`src/rtl/cache_miss_ctrl_pkg.sv`:
```
// Shared definitions for the two-way cache miss controller: geometry,
// FSM state encodings and way-selection helpers.
package cache_miss_ctrl_pkg;

  localparam int CACHE_INDEX_AW = 8;
  localparam int CACHE_DEPTH    = 1 << CACHE_INDEX_AW;

  localparam logic [2:0] ST_IDLE        = 3'd0;
  localparam logic [2:0] ST_LOOKUP      = 3'd1;
  localparam logic [2:0] ST_WB          = 3'd2;
  localparam logic [2:0] ST_REFILL      = 3'd3;
  localparam logic [2:0] ST_REFILL_WAIT = 3'd4;
  localparam logic [2:0] ST_UPDATE      = 3'd5;

  // Both ways hitting is resolved in favour of way 0.
  function automatic logic hit_way(input logic [1:0] hit);
    return hit[0] ? 1'b0 : 1'b1;
  endfunction

  function automatic logic victim_dirty(input logic [1:0] dirty, input logic way);
    return way ? dirty[1] : dirty[0];
  endfunction

endpackage

```
`src/rtl/cache_miss_ctrl_if.sv`:
```
// Request, LRU-table, writeback, refill, response and statistics signals
// of the cache miss controller.
interface cache_miss_ctrl_if
  import cache_miss_ctrl_pkg::*;
#(
  parameter int INDEX_AW = CACHE_INDEX_AW
);

  logic                req_valid_i;
  logic                req_ready_o;
  logic [INDEX_AW-1:0] req_index_i;
  logic [1:0]          hit_i;
  logic [1:0]          dirty_i;
  logic [INDEX_AW-1:0] lru_index_o;
  logic                lru_wr_en_o;
  logic                lru_wr_lru_o;
  logic                lru_rd_i;
  logic                wb_valid_o;
  logic                wb_ready_i;
  logic                wb_way_o;
  logic                refill_valid_o;
  logic                refill_ready_i;
  logic                refill_done_i;
  logic                resp_valid_o;
  logic                resp_hit_o;
  logic                resp_way_o;
  logic [15:0]         hit_cnt_o;
  logic [15:0]         miss_cnt_o;

  modport slave (
    input  req_valid_i, req_index_i, hit_i, dirty_i, lru_rd_i,
           wb_ready_i, refill_ready_i, refill_done_i,
    output req_ready_o, lru_index_o, lru_wr_en_o, lru_wr_lru_o,
           wb_valid_o, wb_way_o, refill_valid_o,
           resp_valid_o, resp_hit_o, resp_way_o, hit_cnt_o, miss_cnt_o
  );

  modport master (
    output req_valid_i, req_index_i, hit_i, dirty_i, lru_rd_i,
           wb_ready_i, refill_ready_i, refill_done_i,
    input  req_ready_o, lru_index_o, lru_wr_en_o, lru_wr_lru_o,
           wb_valid_o, wb_way_o, refill_valid_o,
           resp_valid_o, resp_hit_o, resp_way_o, hit_cnt_o, miss_cnt_o
  );

endinterface

```
`src/rtl/cache_miss_ctrl.sv`:
```
// Two-way cache miss controller: lookup, dirty-victim writeback, line refill
// and LRU update, with hit/miss statistics.
module cache_miss_ctrl
  import cache_miss_ctrl_pkg::*;
#(
  parameter int INDEX_AW = CACHE_INDEX_AW
) (
  input logic              clk,
  input logic              rst_n,
  cache_miss_ctrl_if.slave bus
);

  logic [2:0]          state_r;
  logic [2:0]          state_nxt_s;
  logic [INDEX_AW-1:0] index_r;
  logic                way_r;
  logic                hit_r;
  logic [15:0]         hit_cnt_r;
  logic [15:0]         miss_cnt_r;

  logic accept_s;
  logic lookup_hit_s;
  logic lookup_way_s;
  logic in_lookup_s;

  assign accept_s     = (state_r == ST_IDLE) && bus.req_valid_i;
  assign in_lookup_s  = (state_r == ST_LOOKUP);
  assign lookup_hit_s = (bus.hit_i != 2'b00);
  // On a miss the LRU bit read at acceptance names the victim way.
  assign lookup_way_s = lookup_hit_s ? hit_way(bus.hit_i) : bus.lru_rd_i;

  // Next-state selection for the miss-handling sequence.
  always_comb begin
    state_nxt_s = state_r;
    case (state_r)
      ST_IDLE: begin
        if (bus.req_valid_i) begin
          state_nxt_s = ST_LOOKUP;
        end else begin
          state_nxt_s = ST_IDLE;
        end
      end
      ST_LOOKUP: begin
        if (lookup_hit_s) begin
          state_nxt_s = ST_UPDATE;
        end else if (victim_dirty(bus.dirty_i, lookup_way_s)) begin
          state_nxt_s = ST_WB;
        end else begin
          state_nxt_s = ST_REFILL;
        end
      end
      ST_WB: begin
        if (bus.wb_ready_i) begin
          state_nxt_s = ST_REFILL;
        end else begin
          state_nxt_s = ST_WB;
        end
      end
      ST_REFILL: begin
        if (bus.refill_ready_i) begin
          state_nxt_s = ST_REFILL_WAIT;
        end else begin
          state_nxt_s = ST_REFILL;
        end
      end
      ST_REFILL_WAIT: begin
        if (bus.refill_done_i) begin
          state_nxt_s = ST_UPDATE;
        end else begin
          state_nxt_s = ST_REFILL_WAIT;
        end
      end
      ST_UPDATE: state_nxt_s = ST_IDLE;
      default:   state_nxt_s = ST_IDLE;
    endcase
  end

  // State register.
  always_ff @(posedge clk or negedge rst_n) begin
    if (!rst_n) begin
      state_r <= ST_IDLE;
    end else begin
      state_r <= state_nxt_s;
    end
  end

  // Captured set index and lookup outcome for the transaction in flight.
  always_ff @(posedge clk or negedge rst_n) begin
    if (!rst_n) begin
      index_r <= {INDEX_AW{1'b0}};
      way_r   <= 1'b0;
      hit_r   <= 1'b0;
    end else begin
      if (accept_s) begin
        index_r <= bus.req_index_i;
      end
      if (in_lookup_s) begin
        way_r <= lookup_way_s;
        hit_r <= lookup_hit_s;
      end
    end
  end

  // Hit/miss statistics, free-running with natural 16-bit wrap.
  always_ff @(posedge clk or negedge rst_n) begin
    if (!rst_n) begin
      hit_cnt_r  <= 16'h0000;
      miss_cnt_r <= 16'h0000;
    end else if (in_lookup_s) begin
      if (lookup_hit_s) begin
        hit_cnt_r <= hit_cnt_r + 16'd1;
      end else begin
        miss_cnt_r <= miss_cnt_r + 16'd1;
      end
    end
  end

  // Outputs decode directly from state registers so reset clears them at once.
  assign bus.req_ready_o    = (state_r == ST_IDLE);
  assign bus.lru_index_o    = (state_r == ST_IDLE) ? bus.req_index_i : index_r;
  assign bus.lru_wr_en_o    = (state_r == ST_UPDATE);
  assign bus.lru_wr_lru_o   = (state_r == ST_UPDATE) && !way_r;
  assign bus.wb_valid_o     = (state_r == ST_WB);
  assign bus.wb_way_o       = (state_r == ST_WB) && way_r;
  assign bus.refill_valid_o = (state_r == ST_REFILL);
  assign bus.resp_valid_o   = (state_r == ST_UPDATE);
  assign bus.resp_hit_o     = (state_r == ST_UPDATE) && hit_r;
  assign bus.resp_way_o     = (state_r == ST_UPDATE) && way_r;
  assign bus.hit_cnt_o      = hit_cnt_r;
  assign bus.miss_cnt_o     = miss_cnt_r;

endmodule

```
`src/flat_wrapper.sv`:
```
// flat-port wrapper written by rule: the top's interface ports become plain ports
module cache_miss_ctrl_flat import cache_miss_ctrl_pkg::*;
#(
  parameter int INDEX_AW = CACHE_INDEX_AW
)
  (clk, rst_n, bus_req_valid_i, bus_req_index_i, bus_hit_i, bus_dirty_i, bus_lru_rd_i, bus_wb_ready_i, bus_refill_ready_i, bus_refill_done_i, bus_req_ready_o, bus_lru_index_o, bus_lru_wr_en_o, bus_lru_wr_lru_o, bus_wb_valid_o, bus_wb_way_o, bus_refill_valid_o, bus_resp_valid_o, bus_resp_hit_o, bus_resp_way_o, bus_hit_cnt_o, bus_miss_cnt_o);
  cache_miss_ctrl_if #(.INDEX_AW(INDEX_AW)) bus_i ();
  input logic clk;
  input logic rst_n;
  input wire logic [$bits(bus_i.req_valid_i)-1:0] bus_req_valid_i;
  input wire logic [$bits(bus_i.req_index_i)-1:0] bus_req_index_i;
  input wire logic [$bits(bus_i.hit_i)-1:0] bus_hit_i;
  input wire logic [$bits(bus_i.dirty_i)-1:0] bus_dirty_i;
  input wire logic [$bits(bus_i.lru_rd_i)-1:0] bus_lru_rd_i;
  input wire logic [$bits(bus_i.wb_ready_i)-1:0] bus_wb_ready_i;
  input wire logic [$bits(bus_i.refill_ready_i)-1:0] bus_refill_ready_i;
  input wire logic [$bits(bus_i.refill_done_i)-1:0] bus_refill_done_i;
  output wire logic [$bits(bus_i.req_ready_o)-1:0] bus_req_ready_o;
  output wire logic [$bits(bus_i.lru_index_o)-1:0] bus_lru_index_o;
  output wire logic [$bits(bus_i.lru_wr_en_o)-1:0] bus_lru_wr_en_o;
  output wire logic [$bits(bus_i.lru_wr_lru_o)-1:0] bus_lru_wr_lru_o;
  output wire logic [$bits(bus_i.wb_valid_o)-1:0] bus_wb_valid_o;
  output wire logic [$bits(bus_i.wb_way_o)-1:0] bus_wb_way_o;
  output wire logic [$bits(bus_i.refill_valid_o)-1:0] bus_refill_valid_o;
  output wire logic [$bits(bus_i.resp_valid_o)-1:0] bus_resp_valid_o;
  output wire logic [$bits(bus_i.resp_hit_o)-1:0] bus_resp_hit_o;
  output wire logic [$bits(bus_i.resp_way_o)-1:0] bus_resp_way_o;
  output wire logic [$bits(bus_i.hit_cnt_o)-1:0] bus_hit_cnt_o;
  output wire logic [$bits(bus_i.miss_cnt_o)-1:0] bus_miss_cnt_o;
  assign bus_i.req_valid_i = bus_req_valid_i;
  assign bus_i.req_index_i = bus_req_index_i;
  assign bus_i.hit_i = bus_hit_i;
  assign bus_i.dirty_i = bus_dirty_i;
  assign bus_i.lru_rd_i = bus_lru_rd_i;
  assign bus_i.wb_ready_i = bus_wb_ready_i;
  assign bus_i.refill_ready_i = bus_refill_ready_i;
  assign bus_i.refill_done_i = bus_refill_done_i;
  assign bus_req_ready_o = bus_i.req_ready_o;
  assign bus_lru_index_o = bus_i.lru_index_o;
  assign bus_lru_wr_en_o = bus_i.lru_wr_en_o;
  assign bus_lru_wr_lru_o = bus_i.lru_wr_lru_o;
  assign bus_wb_valid_o = bus_i.wb_valid_o;
  assign bus_wb_way_o = bus_i.wb_way_o;
  assign bus_refill_valid_o = bus_i.refill_valid_o;
  assign bus_resp_valid_o = bus_i.resp_valid_o;
  assign bus_resp_hit_o = bus_i.resp_hit_o;
  assign bus_resp_way_o = bus_i.resp_way_o;
  assign bus_hit_cnt_o = bus_i.hit_cnt_o;
  assign bus_miss_cnt_o = bus_i.miss_cnt_o;
  cache_miss_ctrl #(.INDEX_AW(INDEX_AW)) u_core (.clk(clk), .rst_n(rst_n), .bus(bus_i));
endmodule
```
`config.mk`:
```
export PLATFORM = sky130hd
export DESIGN_NAME = cache_miss_ctrl_flat
export DESIGN_NICKNAME = d
export VERILOG_FILES = /design/src/rtl/cache_miss_ctrl_pkg.sv /design/src/rtl/cache_miss_ctrl_if.sv /design/src/rtl/cache_miss_ctrl.sv /design/src/flat_wrapper.sv
export SDC_FILE = /design/constraint.sdc
export NUM_CORES = 1
export LEC_CHECK = 0
export ABC_AREA = 1
export CORE_MARGIN = 10
export CORE_UTILIZATION = 48
export CTS_CLUSTER_SIZE = 40
export DETAILED_ROUTE_END_ITERATION = 16
export PLACE_DENSITY = 0.88
export SYNTH_ARGS = -nofsm -noshare
export SYNTH_HDL_FRONTEND = slang
export SYNTH_SLANG_ARGS = --single-unit
```
`constraint.sdc`:
```
create_clock -name clk -period 1.5 [get_ports clk]
set_input_delay 0.3 -clock clk [delete_from_list [all_inputs] [get_ports clk]]
set_output_delay 0.3 -clock clk [all_outputs]
set_load 0.03 [all_outputs]
```
Yosys cells after proc, flatten, opt, wreduce, memory -nomap -nowiden --
Index checks and enable logic that the tools add are counted.
Word-level totals: flip-flop bits (word level) 45, input port bits 19, output and inout bits 49, word-level logic and storage cells 35
Cells by class: $add $sub $neg 2, equal/unequal tests 5, multiplexer cells 11, bitwise gates (word level) 1, reduce and logical (&&, ||, !) cells 10
Operators with widths (count):
- 16-bit by 1-bit adder with 16-bit output, second input constant | 2
- 3-bit case mux with 5 select lines | 1
- 8-bit two-way mux | 1
- 1-bit two-way mux | 7
- 3-bit by 2-bit == test with 1-bit output, second input constant | 2
- 3-bit == test, second input constant | 2
- 3-bit two-way mux | 2
- 1-bit logical AND | 5
- 2-bit AND reduction | 2
- 3-bit by 1-bit == test with 1-bit output, second input constant | 1
- 3-bit logical NOT | 1
- 2-bit nonzero test | 1
- 1-bit logical NOT | 1
- 1-bit NOT | 1

Logic depth before layout (Yosys ltp) --
Gate-level depths: netlist of the first run.
depth in word-level cells 6, gate-level depth with buffers 8, gate-level depth less buffers 8

Worst setup path after synthesis of the first run --
No wires, ideal clock.
path type register to output, start point reg u_core.state_r[0], end point out bus_lru_index_o[0], arrival time 2.077 ns, data required time 1.200 ns, setup slack -0.877 ns, cell stages (with the launch flop) 5, buffers on the path 1, cell sequence dfrtp_1 -> nor3_2 -> inv_1 -> buf_6 -> o21ai_0
On the way: word-level cells in the longest chain between the ends 2
Ends and longest elaborated chain:
- from (decl) | line cache_miss_ctrl.sv:13 | logic [2:0] state_r;
- from (signal assigned) | line cache_miss_ctrl.sv:83 | state_r <= state_nxt_s;
- 3-bit logical NOT
- net bus_req_ready_o | line flat_wrapper.sv:18 | output wire logic [$bits(bus_i.req_ready_o)-1:0] bus_req_ready_o;
- 8-bit two-way mux | line cache_miss_ctrl.sv:120 | assign bus.lru_index_o = (state_r == ST_IDLE) ? bus.req_index_i : index_r;
- to (decl) | line flat_wrapper.sv:19 | output wire logic [$bits(bus_i.lru_index_o)-1:0] bus_lru_index_o;
The timed path passes the listed nets, and every way through them passes these cells.

Worst setup path after layout of the first run --
start point reg u_core.state_r[0], end point out bus_lru_index_o[4]
On the way: word-level cells in the longest chain between the ends 2
Ends and longest elaborated chain (line):
- 3-bit logical NOT | cache_miss_ctrl.sv:120
- 8-bit two-way mux | cache_miss_ctrl.sv:120
Every way passes these cells.

==> impl_metrics.yaml, run 1 <==
floorplan:
  rows: 25
  die_area_sq_um: 8330
  dieHeight_um: 91.3
  ioPinCount: 68
  die_x_um: 91.3
  coreArea_sq_um: 4820
  start_util_pct: 50.6
grt:
  grt.overflow.total: 0
  grt_usage_pct: 18.4
  antenna_found_initial: 0
  grt_max_degree: 46
  grt_pass1_vias: 2743
  grt_pass1_wl_mm: 12.7
power:
  finalPower_w: 0.00773
  p_per_area_nw_per_um2: 1840
  vdd_drop_max_uv: 1600
  p_leak_nw: 2.15
clock_network:
  clockBufferDepth: 2
  path_clk_slew_ps: 90
  cts_buffers: 5
  cts_sinks: 45
  htree_levels: 2
  cts_tree: "yes"
  clk_latency_ps: 310
  root_buffer: "clkbuf_8"
setup_path:
  crit_end: "bus_lru_index_o[4]"
  cp.arrival_ps: 1500
  r2r_slack_ps: -270
  r2r_cells: 9
  crit_type: "reg -> out"
  crit_fanout: 8
  reg2reg_from: "u_core.state_r[0]"
  r2r_end: "u_core.state_r[0]"
  worstSetupStartpoint: "u_core.state_r[0]"
  crit_required_ps: 1200
  critPathLaunchType: "flip-flop"
  end_kind: "output pin"
detailed_routing:
  drc_errors: 0
  drt_iter0_drc: 215
  drt_pre_antenna_iters: 5
  post_drt_wl_per_cell_um: 20.8
  ant_nets: 0
  finalWirelength_mm: 10.7
  viasPerCell: 5.77
  vias: 2964
placement:
  post_dp_cell_area_sq_um: 3510
  numPortBuffers: 67
  place_congestion: 0.867
  dp_hpwl_mm: 5.34
layout:
  nets: 467
  n_antenna_cell: 0
  multiInputGateArea_sq_um: 1530
  fill_cells: 226
  post_route_cells_drive_above_1_share_pct: 38.0
  final_area_sq_um: 4200
  seqCellArea_sq_um: 1130
  areaGrowthSynthToFinish_pct: 72.2
timing:
  fmax_ghz: 0.554
  slew_headroom_pct: 71.1
  setup_viol: 51
  hold_viol_final: 0
  period_share_pct: 120
  skew_ps: 8.18
  tightest_slew_ps: 429
  rsz0062_at_grt: "true"
  post-route-min-period_ps: 1800
  fin_ws_ps: -304
  slew_viol_final: 0
yosys:
  syn-num-nets: 338
  synthDistinctLibCells: 23
  syn_inst: 317
  synth_area_leaders: "dfrtp_1, nand2_1, inv_1"
  synth_top_area_cell: "dfrtp_1"
  synth_edf_count: 0
  synth_top_area_share_pct: 46.2
  synth_area_sq_um: 2440
  synthArstFlopShare_pct: 100
  ys_seq_area_share_pct: 46.2
  synthTopCellsByCount: "nand2_1, dfrtp_1, inv_1"
  yosysWarnings: 0
  avgSynthCellArea_sq_um: 7.69
  ys_ff_latch: 45
  synth_most_common_cell: "nand2_1"
  synth_ff_type: "dfrtp_1"
status:
  outcome: "finished, violations left"
  violations: "setup timing"
worst_hold_path:
  holdCritPathClass: "in -> async"
run:
  max_cap_viol_count: 0
==> where the power goes <==
part / leakage (nW) / internal (W) / total [W] / switching [W]
logic: 1.53 / 0.00206 / 0.00498 / 0.00292
registers: 0.562 / 0.00153 / 0.00189 / 0.000356
clock network: 0.0542 / 0.000417 / 0.000857 / 0.000440
total: 2.15 / 0.00401 / 0.00773 / 0.00372
==> stage by stage <==
step / TNS, ps / utilization [%] / worst slack, ps / instances / hold slack [ps]
after floorplan: -1690 / - / -203 / 317 / 4.41
after global placement: -3630 / 72.9 / -172 / 481 / 293
after detailed placement: -4800 / 72.9 / -219 / 481 / 297
after CTS: -3510 / 79.0 / -252 / 498 / 496
after global routing: -10060 / 87.2 / -341 / 514 / 519
final: -6630 / 87.2 / -304 / 514 / 495
==> layer usage <==
metal | track usage, % | vias up | share of wire [%]
met2 | 34.5 | 233 | 51
met3 | 5.76 | 78 | 8.9
met1 | 18.3 | 1405 | 32
met4 | 7.96 | 0 | 7.8
li1 | - | 1248 | -
met5 | 0 | - | 0
==> how the worst min path moves through the flow <==
stage,end
2_1_floorplan,u_core.bus.hit_cnt_o[0]
3_3_place_gp,u_core.bus.hit_cnt_o[6]
3_5_place_dp,u_core.bus.hit_cnt_o[8]
4_1_cts,u_core.index_r[6]
5_1_grt,u_core.bus.hit_cnt_o[10]
6_report,u_core.bus.hit_cnt_o[10]
==> cells by family after synthesis <==
kind of cell | synth area share (%)
compound gates | 5.13
xor+xnor | 6.47
fa+ha+maj | 1.03
buf+inv | 8.31
flops | 46.2
simple gates | 32.9
==> registers in the layout, indices dropped and copies added, names as in the netlist <==
register               count
u_core.bus.hit_cnt_o      16
u_core.bus.miss_cnt_o     16
u_core.index_r             8
u_core.state_r             3
u_core.hit_r               1
u_core.way_r               1
==> cell usage in the layout (no fill, tap or decap), drive strengths merged <==
cell	count
a21oi	2
buf	75
clkbuf	11
clkdlybuf4s15	1
clkdlybuf4s50	17
clkinv	2
dfrtp	45
dlygate4sd2	27
dlygate4sd3	1
ha	2
inv	41
nand2	106
nand3	18
nand3b	2
nand4	8
nor2	44
nor3	4
o21ai	23
xnor2	9
xor2	9
==> cell type report <==
class / instances / share of cell area [%]
inverter: 41 / 4.14
clock buffer: 7 / 2.29
timing repair inverter: 1 / 0.268
clock inverter: 1 / 0.119
sequential: 45 / 27.0
timing repair buffer: 125 / 27.8
tap: 67 / 2.00
multi-input combinational: 227 / 36.4
==> critical path, cell delays in order (launching register included) <==
cell and delay (ps):
dfrtp_2 440, nor3_4 190, buf_6 160, inv_8 70, o21ai_4 150, buf_6 160
==> what timing repair did <==
item	in CTS	in global routing
buffers inserted	7	18
setup endpoints to repair	57	56
pin swaps	6	19
cloned	1	1
gates resized for setup	86	82
endpoints found under the hold margin	45	0
hold buffers	1	0
Note: power is estimated with default switching activity, not from simulation.
==> inputs of run 2 (changes only) <==
--- a/config.mk
+++ b/config.mk
@@ -5,9 +5,8 @@
 export SDC_FILE = /design/constraint.sdc
 export NUM_CORES = 1
 export LEC_CHECK = 0
-export ABC_AREA = 1
 export CORE_MARGIN = 10
-export CORE_UTILIZATION = 48
+export CORE_UTILIZATION = 47
 export CTS_CLUSTER_SIZE = 40
 export DETAILED_ROUTE_END_ITERATION = 16
 export PLACE_DENSITY = 0.88
==> run 2 against run 1 <==
  * Utilization is 6.1 points lower
  * Wire length fell by 38%
  * Area after synthesis down 6.4%
  * Non-clock buffer count is 12 lower
  * The run still ends with setup timing left
  * Clock skew rose by 4.2 ps
  * Maximum frequency is 4.0% lower
  * Sequential cell count unchanged
  * Global-route usage shrank 2.9 points
  * Cell area down 8.8%
  * Critical path depth shrank 1
  * Register-to-register slack got worse by 20 ps
==> impl_metrics.yaml, run 2 <==
floorplan:
  start_util_pct: 48.3
  die_x_um: 89.7
  coreArea_sq_um: 4720
  rows: 25
  die_area_sq_um: 8040
  dieHeight_um: 89.7
  ioPinCount: 68
timing:
  fin_ws_ps: -380
  slew_viol_final: 0
  fmax_ghz: 0.532
  skew_ps: 12.4
  tightest_slew_ps: 394
  rsz0062_at_grt: "true"
  period_share_pct: 125
  post-route-min-period_ps: 1880
  hold_viol_final: 0
  setup_viol: 60
  slew_headroom_pct: 73.7
  tns_ps: -11330
setup_path:
  crit_fanout: 10
  r2r_cells: 6
  path_cells: "nor3_4 > buf_12 > mux2_2 > buf_6"
  cp_slowest_cell: "dfrtp_1"
  max_stage_delay_ps: 430
  crit_type: "reg -> out"
  r2r_slack_ps: -290
  worst-path-stages: 4
  critical_path.top_delay_family: "flip-flops"
  r2r_end: "u_core.bus.miss_cnt_o[1]"
  critPathLaunchType: "flip-flop"
  cp_num_buf_inv: 2
  crit_end: "bus_lru_index_o[6]"
  reg2reg_from: "u_core.state_r[0]"
  worstSetupStartpoint: "u_core.state_r[1]"
  crit_required_ps: 1200
  cp.arrival_ps: 1580
  end_kind: "output pin"
clock_network:
  clk_latency_ps: 300
  root_buffer: "clkbuf_8"
  cts_buffers: 5
  cts_sinks: 45
  clockBufferDepth: 2
  htree_levels: 2
  path_clk_slew_ps: 90
  cts_tree: "yes"
status:
  outcome: "finished, violations left"
  violations: "setup timing"
layout:
  nets: 333
  final_area_sq_um: 3830
  n_antenna_cell: 0
  final_cell_mix: "dfrtp_1, buf_4, dlygate4sd2_1, buf_6, clkdlybuf4s50_1"
  post_route_cells_drive_above_1_share_pct: 47.6
  areaGrowthSynthToFinish_pct: 67.8
  final_common_cell: "dfrtp_1"
  final_util_pct: 81.1
yosys:
  syn-num-nets: 220
  avgSynthCellArea_sq_um: 11.5
  synth_most_common_cell: "dfrtp_1"
  synthArstFlopShare_pct: 100
  synth_area_sq_um: 2280
  synth_top_area_share_pct: 49.3
  yosysWarnings: 0
  synthDistinctLibCells: 42
  synth_top_area_cell: "dfrtp_1"
  ys_ff_latch: 45
  syn_inst: 199
  synth_edf_count: 0
  synthTopCellsByCount: "dfrtp_1, mux2_2, xor2_1"
  synth_ff_type: "dfrtp_1"
  synth_area_leaders: "dfrtp_1, mux2_2, xor2_1"
  ys_seq_area_share_pct: 49.3
worst_hold_path:
  holdCritPathClass: "reg -> reg"
power:
  p_per_area_nw_per_um2: 1700
  vdd_drop_max_uv: 1330
  p_leak_nw: 1.89
detailed_routing:
  drt_iter0_drc: 53
  viasPerCell: 5.16
  post_drt_wl_per_cell_um: 17.3
  vias: 1961
  ant_nets: 0
  drt_pre_antenna_iters: 4
  drc_errors: 0
  finalWirelength_mm: 6.58
placement:
  numPortBuffers: 67
  place_congestion: 0.796
  dp_hpwl_mm: 4.19
  post_dp_cell_area_sq_um: 3270
run:
  max_cap_viol_count: 0
grt:
  grt.overflow.total: 0
  antenna_found_initial: 0
  grt_usage_pct: 15.6
  grt_pass1_vias: 1970
  grt_pass1_wl_mm: 9.69
  grt_max_degree: 46
==> run 2: cells by family after synthesis <==
logic type                 after synthesis  synth area share, %
and+or+nand+nor                         79                 22.1
xor gates and xnor gates                30                 11.8
muxes                                   20                 9.76
DFF                                     45                 49.3
adders and majority gates                2                 1.10
AOI/OAI and AO/OA                        8                 2.36
buffers and inverters                   15                 3.51
==> run 2: worst min path at each step <==
stage / to / depth (start not counted) / from
2_1_floorplan: u_core.bus.hit_cnt_o[0] / 0 / rst_n
3_3_place_gp: u_core.index_r[2] / 2 / rst_n
3_5_place_dp: u_core.index_r[2] / 2 / rst_n
4_1_cts: u_core.bus.hit_cnt_o[15] / 1 / u_core.bus.hit_cnt_o[15]
5_1_grt: u_core.bus.hit_cnt_o[15] / 1 / u_core.bus.hit_cnt_o[15]
6_report: u_core.bus.hit_cnt_o[15] / 1 / u_core.bus.hit_cnt_o[15]
==> run 2: cell type report <==
| type | count | area [sq um] |
|---|---|---|
| tap | 67 | 83.8 |
| sequential | 45 | 1140 |
| multi-input combinational | 139 | 1380 |
| clock inverter | 2 | 38.8 |
| inverter | 8 | 30.0 |
| fill | 269 | 893 |
| timing repair buffer | 113 | 1080 |
| clock buffer | 6 | 72.6 |
==> run 2: power by group <==
| part | total (W) | internal (W) | switching (W) | leakage (nW) |
|---|---|---|---|---|
| combinational | 0.00382 | 0.00195 | 0.00187 | 1.29 |
| sequential | 0.00179 | 0.00153 | 0.000259 | 0.548 |
| clock | 0.000915 | 0.000500 | 0.000415 | 0.0554 |
==> run 2: per-stage QoR <==
stage	setup WS (ps)	cells	power, W	hold slack (ps)
2_1_floorplan	-242	199	0.00371	4.41
3_3_place_gp	-493	350	0.00482	295
3_5_place_dp	-525	350	0.00489	303
4_1_cts	-364	371	0.00624	474
5_1_grt	-420	380	0.00687	481
6_report	-380	380	0.00653	471
==> run 2: repair_timing <==
action                                  in CTS  in global routing
endpoints found under the hold margin       45                  0
hold buffers                                 1                  0
resized for setup                          136                 33
pin swaps                                   16                 16
gates cloned                                 0                  0
setup buffers                               12                 10
endpoints found under the setup margin      87                 64
==> run 2: per-layer routing <==
metal / global-route usage (%) / part of all wire, % / routed length, um / up-vias
met5: 0 / 0 / 0 / -
met4: 3.32 / 0.93 / 61 / 0
met3: 4.60 / 6.6 / 436 / 12
met2: 28.1 / 54 / 3540 / 57
met1: 17.7 / 39 / 2540 / 979
li1: - / - / - / 913
==> inputs of run 3 (changes only) <==
--- a/config.mk
+++ b/config.mk
@@ -9,7 +9,8 @@
 export CORE_UTILIZATION = 47
 export CTS_CLUSTER_SIZE = 40
 export DETAILED_ROUTE_END_ITERATION = 16
-export PLACE_DENSITY = 0.88
+export GPL_TIMING_DRIVEN = 0
+export PLACE_DENSITY_LB_ADDON = 0.05
 export SYNTH_ARGS = -nofsm -noshare
 export SYNTH_HDL_FRONTEND = slang
 export SYNTH_SLANG_ARGS = --single-unit
==> run 3 against run 2 <==
  * The run still ends with setup timing left
  * Critical path depth stayed put
  * Wire length decreased by 12%
  * Cell area is 2.8% lower
  * Combinational power is 6.0% lower
  * Clock skew down 8.2 ps
  * Sequential share of layout area rose by 0.90 points
  * Maximum frequency is 0.86% lower
  * Utilization decreased by 2.3 points
  * Largest cell class unchanged
==> impl_metrics.yaml, run 3 (synthesis results as in run 2) <==
status:
  outcome: "finished, violations left"
  violations: "setup timing"
timing:
  hold_viol_final: 0
  tightest_slew_ps: 366
  fin_ws_ps: -396
  slew_headroom_pct: 75.6
  slew_viol_final: 0
  post-route-min-period_ps: 1900
  setup_viol: 59
  holdWs_ps: 388
  rsz0062_at_grt: "true"
  skew_ps: 4.27
  period_share_pct: 126
  fmax_ghz: 0.527
layout:
  nets: 321
  final_util_pct: 78.8
  final_common_cell: "buf_6"
  post_route_cells_drive_above_1_share_pct: 47.2
  areaGrowthSynthToFinish_pct: 63.0
  final_cell_mix: "buf_6, dfrtp_1, dlygate4sd2_1, xor2_1"
  fin_cells: 368
  seqCellArea_sq_um: 1140
  multiInputGateArea_sq_um: 1380
  n_antenna_cell: 0
  fill_cells: 298
clock_network:
  cts_sinks: 45
  clockBufferDepth: 2
  htree_levels: 2
  root_buffer: "clkbuf_8"
  cts_buffers: 5
  clk_latency_ps: 300
  cts_tree: "yes"
  path_clk_slew_ps: 90
grt:
  grt_pass1_wl_mm: 9.23
  grt.overflow.total: 0
  grt_max_degree: 38
  antenna_found_initial: 0
  grt_pass1_vias: 1912
  grt_usage_pct: 14.7
placement:
  dp_hpwl_mm: 3.81
  place_ws_ps: -680
  numPortBuffers: 67
  place_congestion: 0.780
  placedCellCount: 334
power:
  netSwitchingPower_w: 0.00251
  switching_share_pct: 40.6
  clockPowerShare_pct: 12.2
  p_comb_share_pct: 58.1
  p_per_area_nw_per_um2: 1660
  seq_power_share_pct: 29.6
  internal-power_w: 0.00367
  vdd_drop_max_uv: 1350
  p_leak_nw: 1.83
setup_path:
  cp_slowest_cell: "dfrtp_1"
  r2r_cells: 6
  crit_type: "reg -> out"
  crit_end: "bus_lru_index_o[4]"
  worstSetupStartpoint: "u_core.state_r[0]"
  critical_path.top_delay_family: "flip-flops"
  path_cells: "nor3_4 > buf_12 > mux2_2 > buf_6"
  crit_required_ps: 1200
  max_stage_delay_ps: 420
  cp_num_buf_inv: 2
  crit_fanout: 10
  critPathLaunchType: "flip-flop"
  r2r_slack_ps: -390
  reg2reg_from: "u_core.state_r[1]"
  cp.arrival_ps: 1600
  r2r_end: "u_core.bus.miss_cnt_o[15]"
  end_kind: "output pin"
  worst-path-stages: 4
detailed_routing:
  drc_errors: 0
  finalWirelength_mm: 5.81
  drt_iter0_drc: 74
  vias: 1844
  viasPerCell: 5.01
  drt_pre_antenna_iters: 6
  post_drt_wl_per_cell_um: 15.8
  ant_nets: 0
floorplan:
  die_area_sq_um: 8040
  ioPinCount: 68
  die_x_um: 89.7
  rows: 25
  dieHeight_um: 89.7
  coreArea_sq_um: 4720
  start_util_pct: 48.3
worst_hold_path:
  holdCritPathClass: "in -> async"
run:
  max_cap_viol_count: 0
[run 3: how the worst min path moves through the flow]
stage                              from                  endpoint  slack, ps  cells after the start
2_1_floorplan                     rst_n   u_core.bus.hit_cnt_o[0]          4                      0
3_3_place_gp   u_core.bus.hit_cnt_o[15]  u_core.bus.hit_cnt_o[15]        460                      1
6_report                          rst_n         u_core.index_r[0]        390                      2
3_5_place_dp                      rst_n         u_core.index_r[3]        180                      1
5_1_grt                           rst_n         u_core.index_r[0]        390                      2
4_1_cts                           rst_n         u_core.index_r[0]        390                      2
[run 3: worst register-to-register path, cell delays in order, from the launching register on]
cell	delay (ps)
dfrtp_2	450
buf_4	150
buf_6	110
nor4b_4	310
nand4_2	180
or4_4	460
xnor2_2	140
[run 3: timing repair]
item                       CTS  global route
hold buffers                 1             0
cloned                       0             0
resized for setup          195            40
setup endpoints to repair   83            69
hold endpoints to repair     8             0
buffers inserted            19             7
pin swaps                   25            16
[run 3: area by class of cell]
type / count / area share, %
plain buffers: 7 / 2.02
clock buffers: 5 / 1.85
clock inverters: 3 / 0.605
inverters: 8 / 0.807
multi-input cells: 139 / 37.1
flip-flops and latches: 45 / 30.7
well taps: 67 / 2.25
repair buffers: 94 / 24.7
[run 3: power groups by stage]
stage / clock network, W / logic [W] / registers (W)
2_1_floorplan: 0 / 0.00167 / 0.00204
3_3_place_gp: 0 / 0.00284 / 0.00184
3_5_place_dp: 0 / 0.00287 / 0.00185
4_1_cts: 0.000781 / 0.00337 / 0.00181
5_1_grt: 0.000830 / 0.00382 / 0.00187
6_report: 0.000756 / 0.00359 / 0.00183
[run 3: layer usage]
layer  global-route usage, %  share of wire [%]  wire length, um  vias to the layer above
met3                    4.87                6.9              400                        6
li1                        -                  -                -                      889
met5                       0                  0                0                        -
met2                    24.6                 50             2910                       40
met1                    17.4                 42             2440                      909
met4                    4.48                1.0               61                        0
[run 3: stage by stage]
stage | setup TNS [ps] | area, sq um | total power (W)
after floorplan | -4900 | 2380 | 0.00371
after global placement | -75650 | 3140 | 0.00468
after detailed placement | -22030 | 3150 | 0.00472
after CTS | -10810 | 3580 | 0.00597
after global routing | -17260 | 3720 | 0.00652
final | -13200 | 3720 | 0.00618
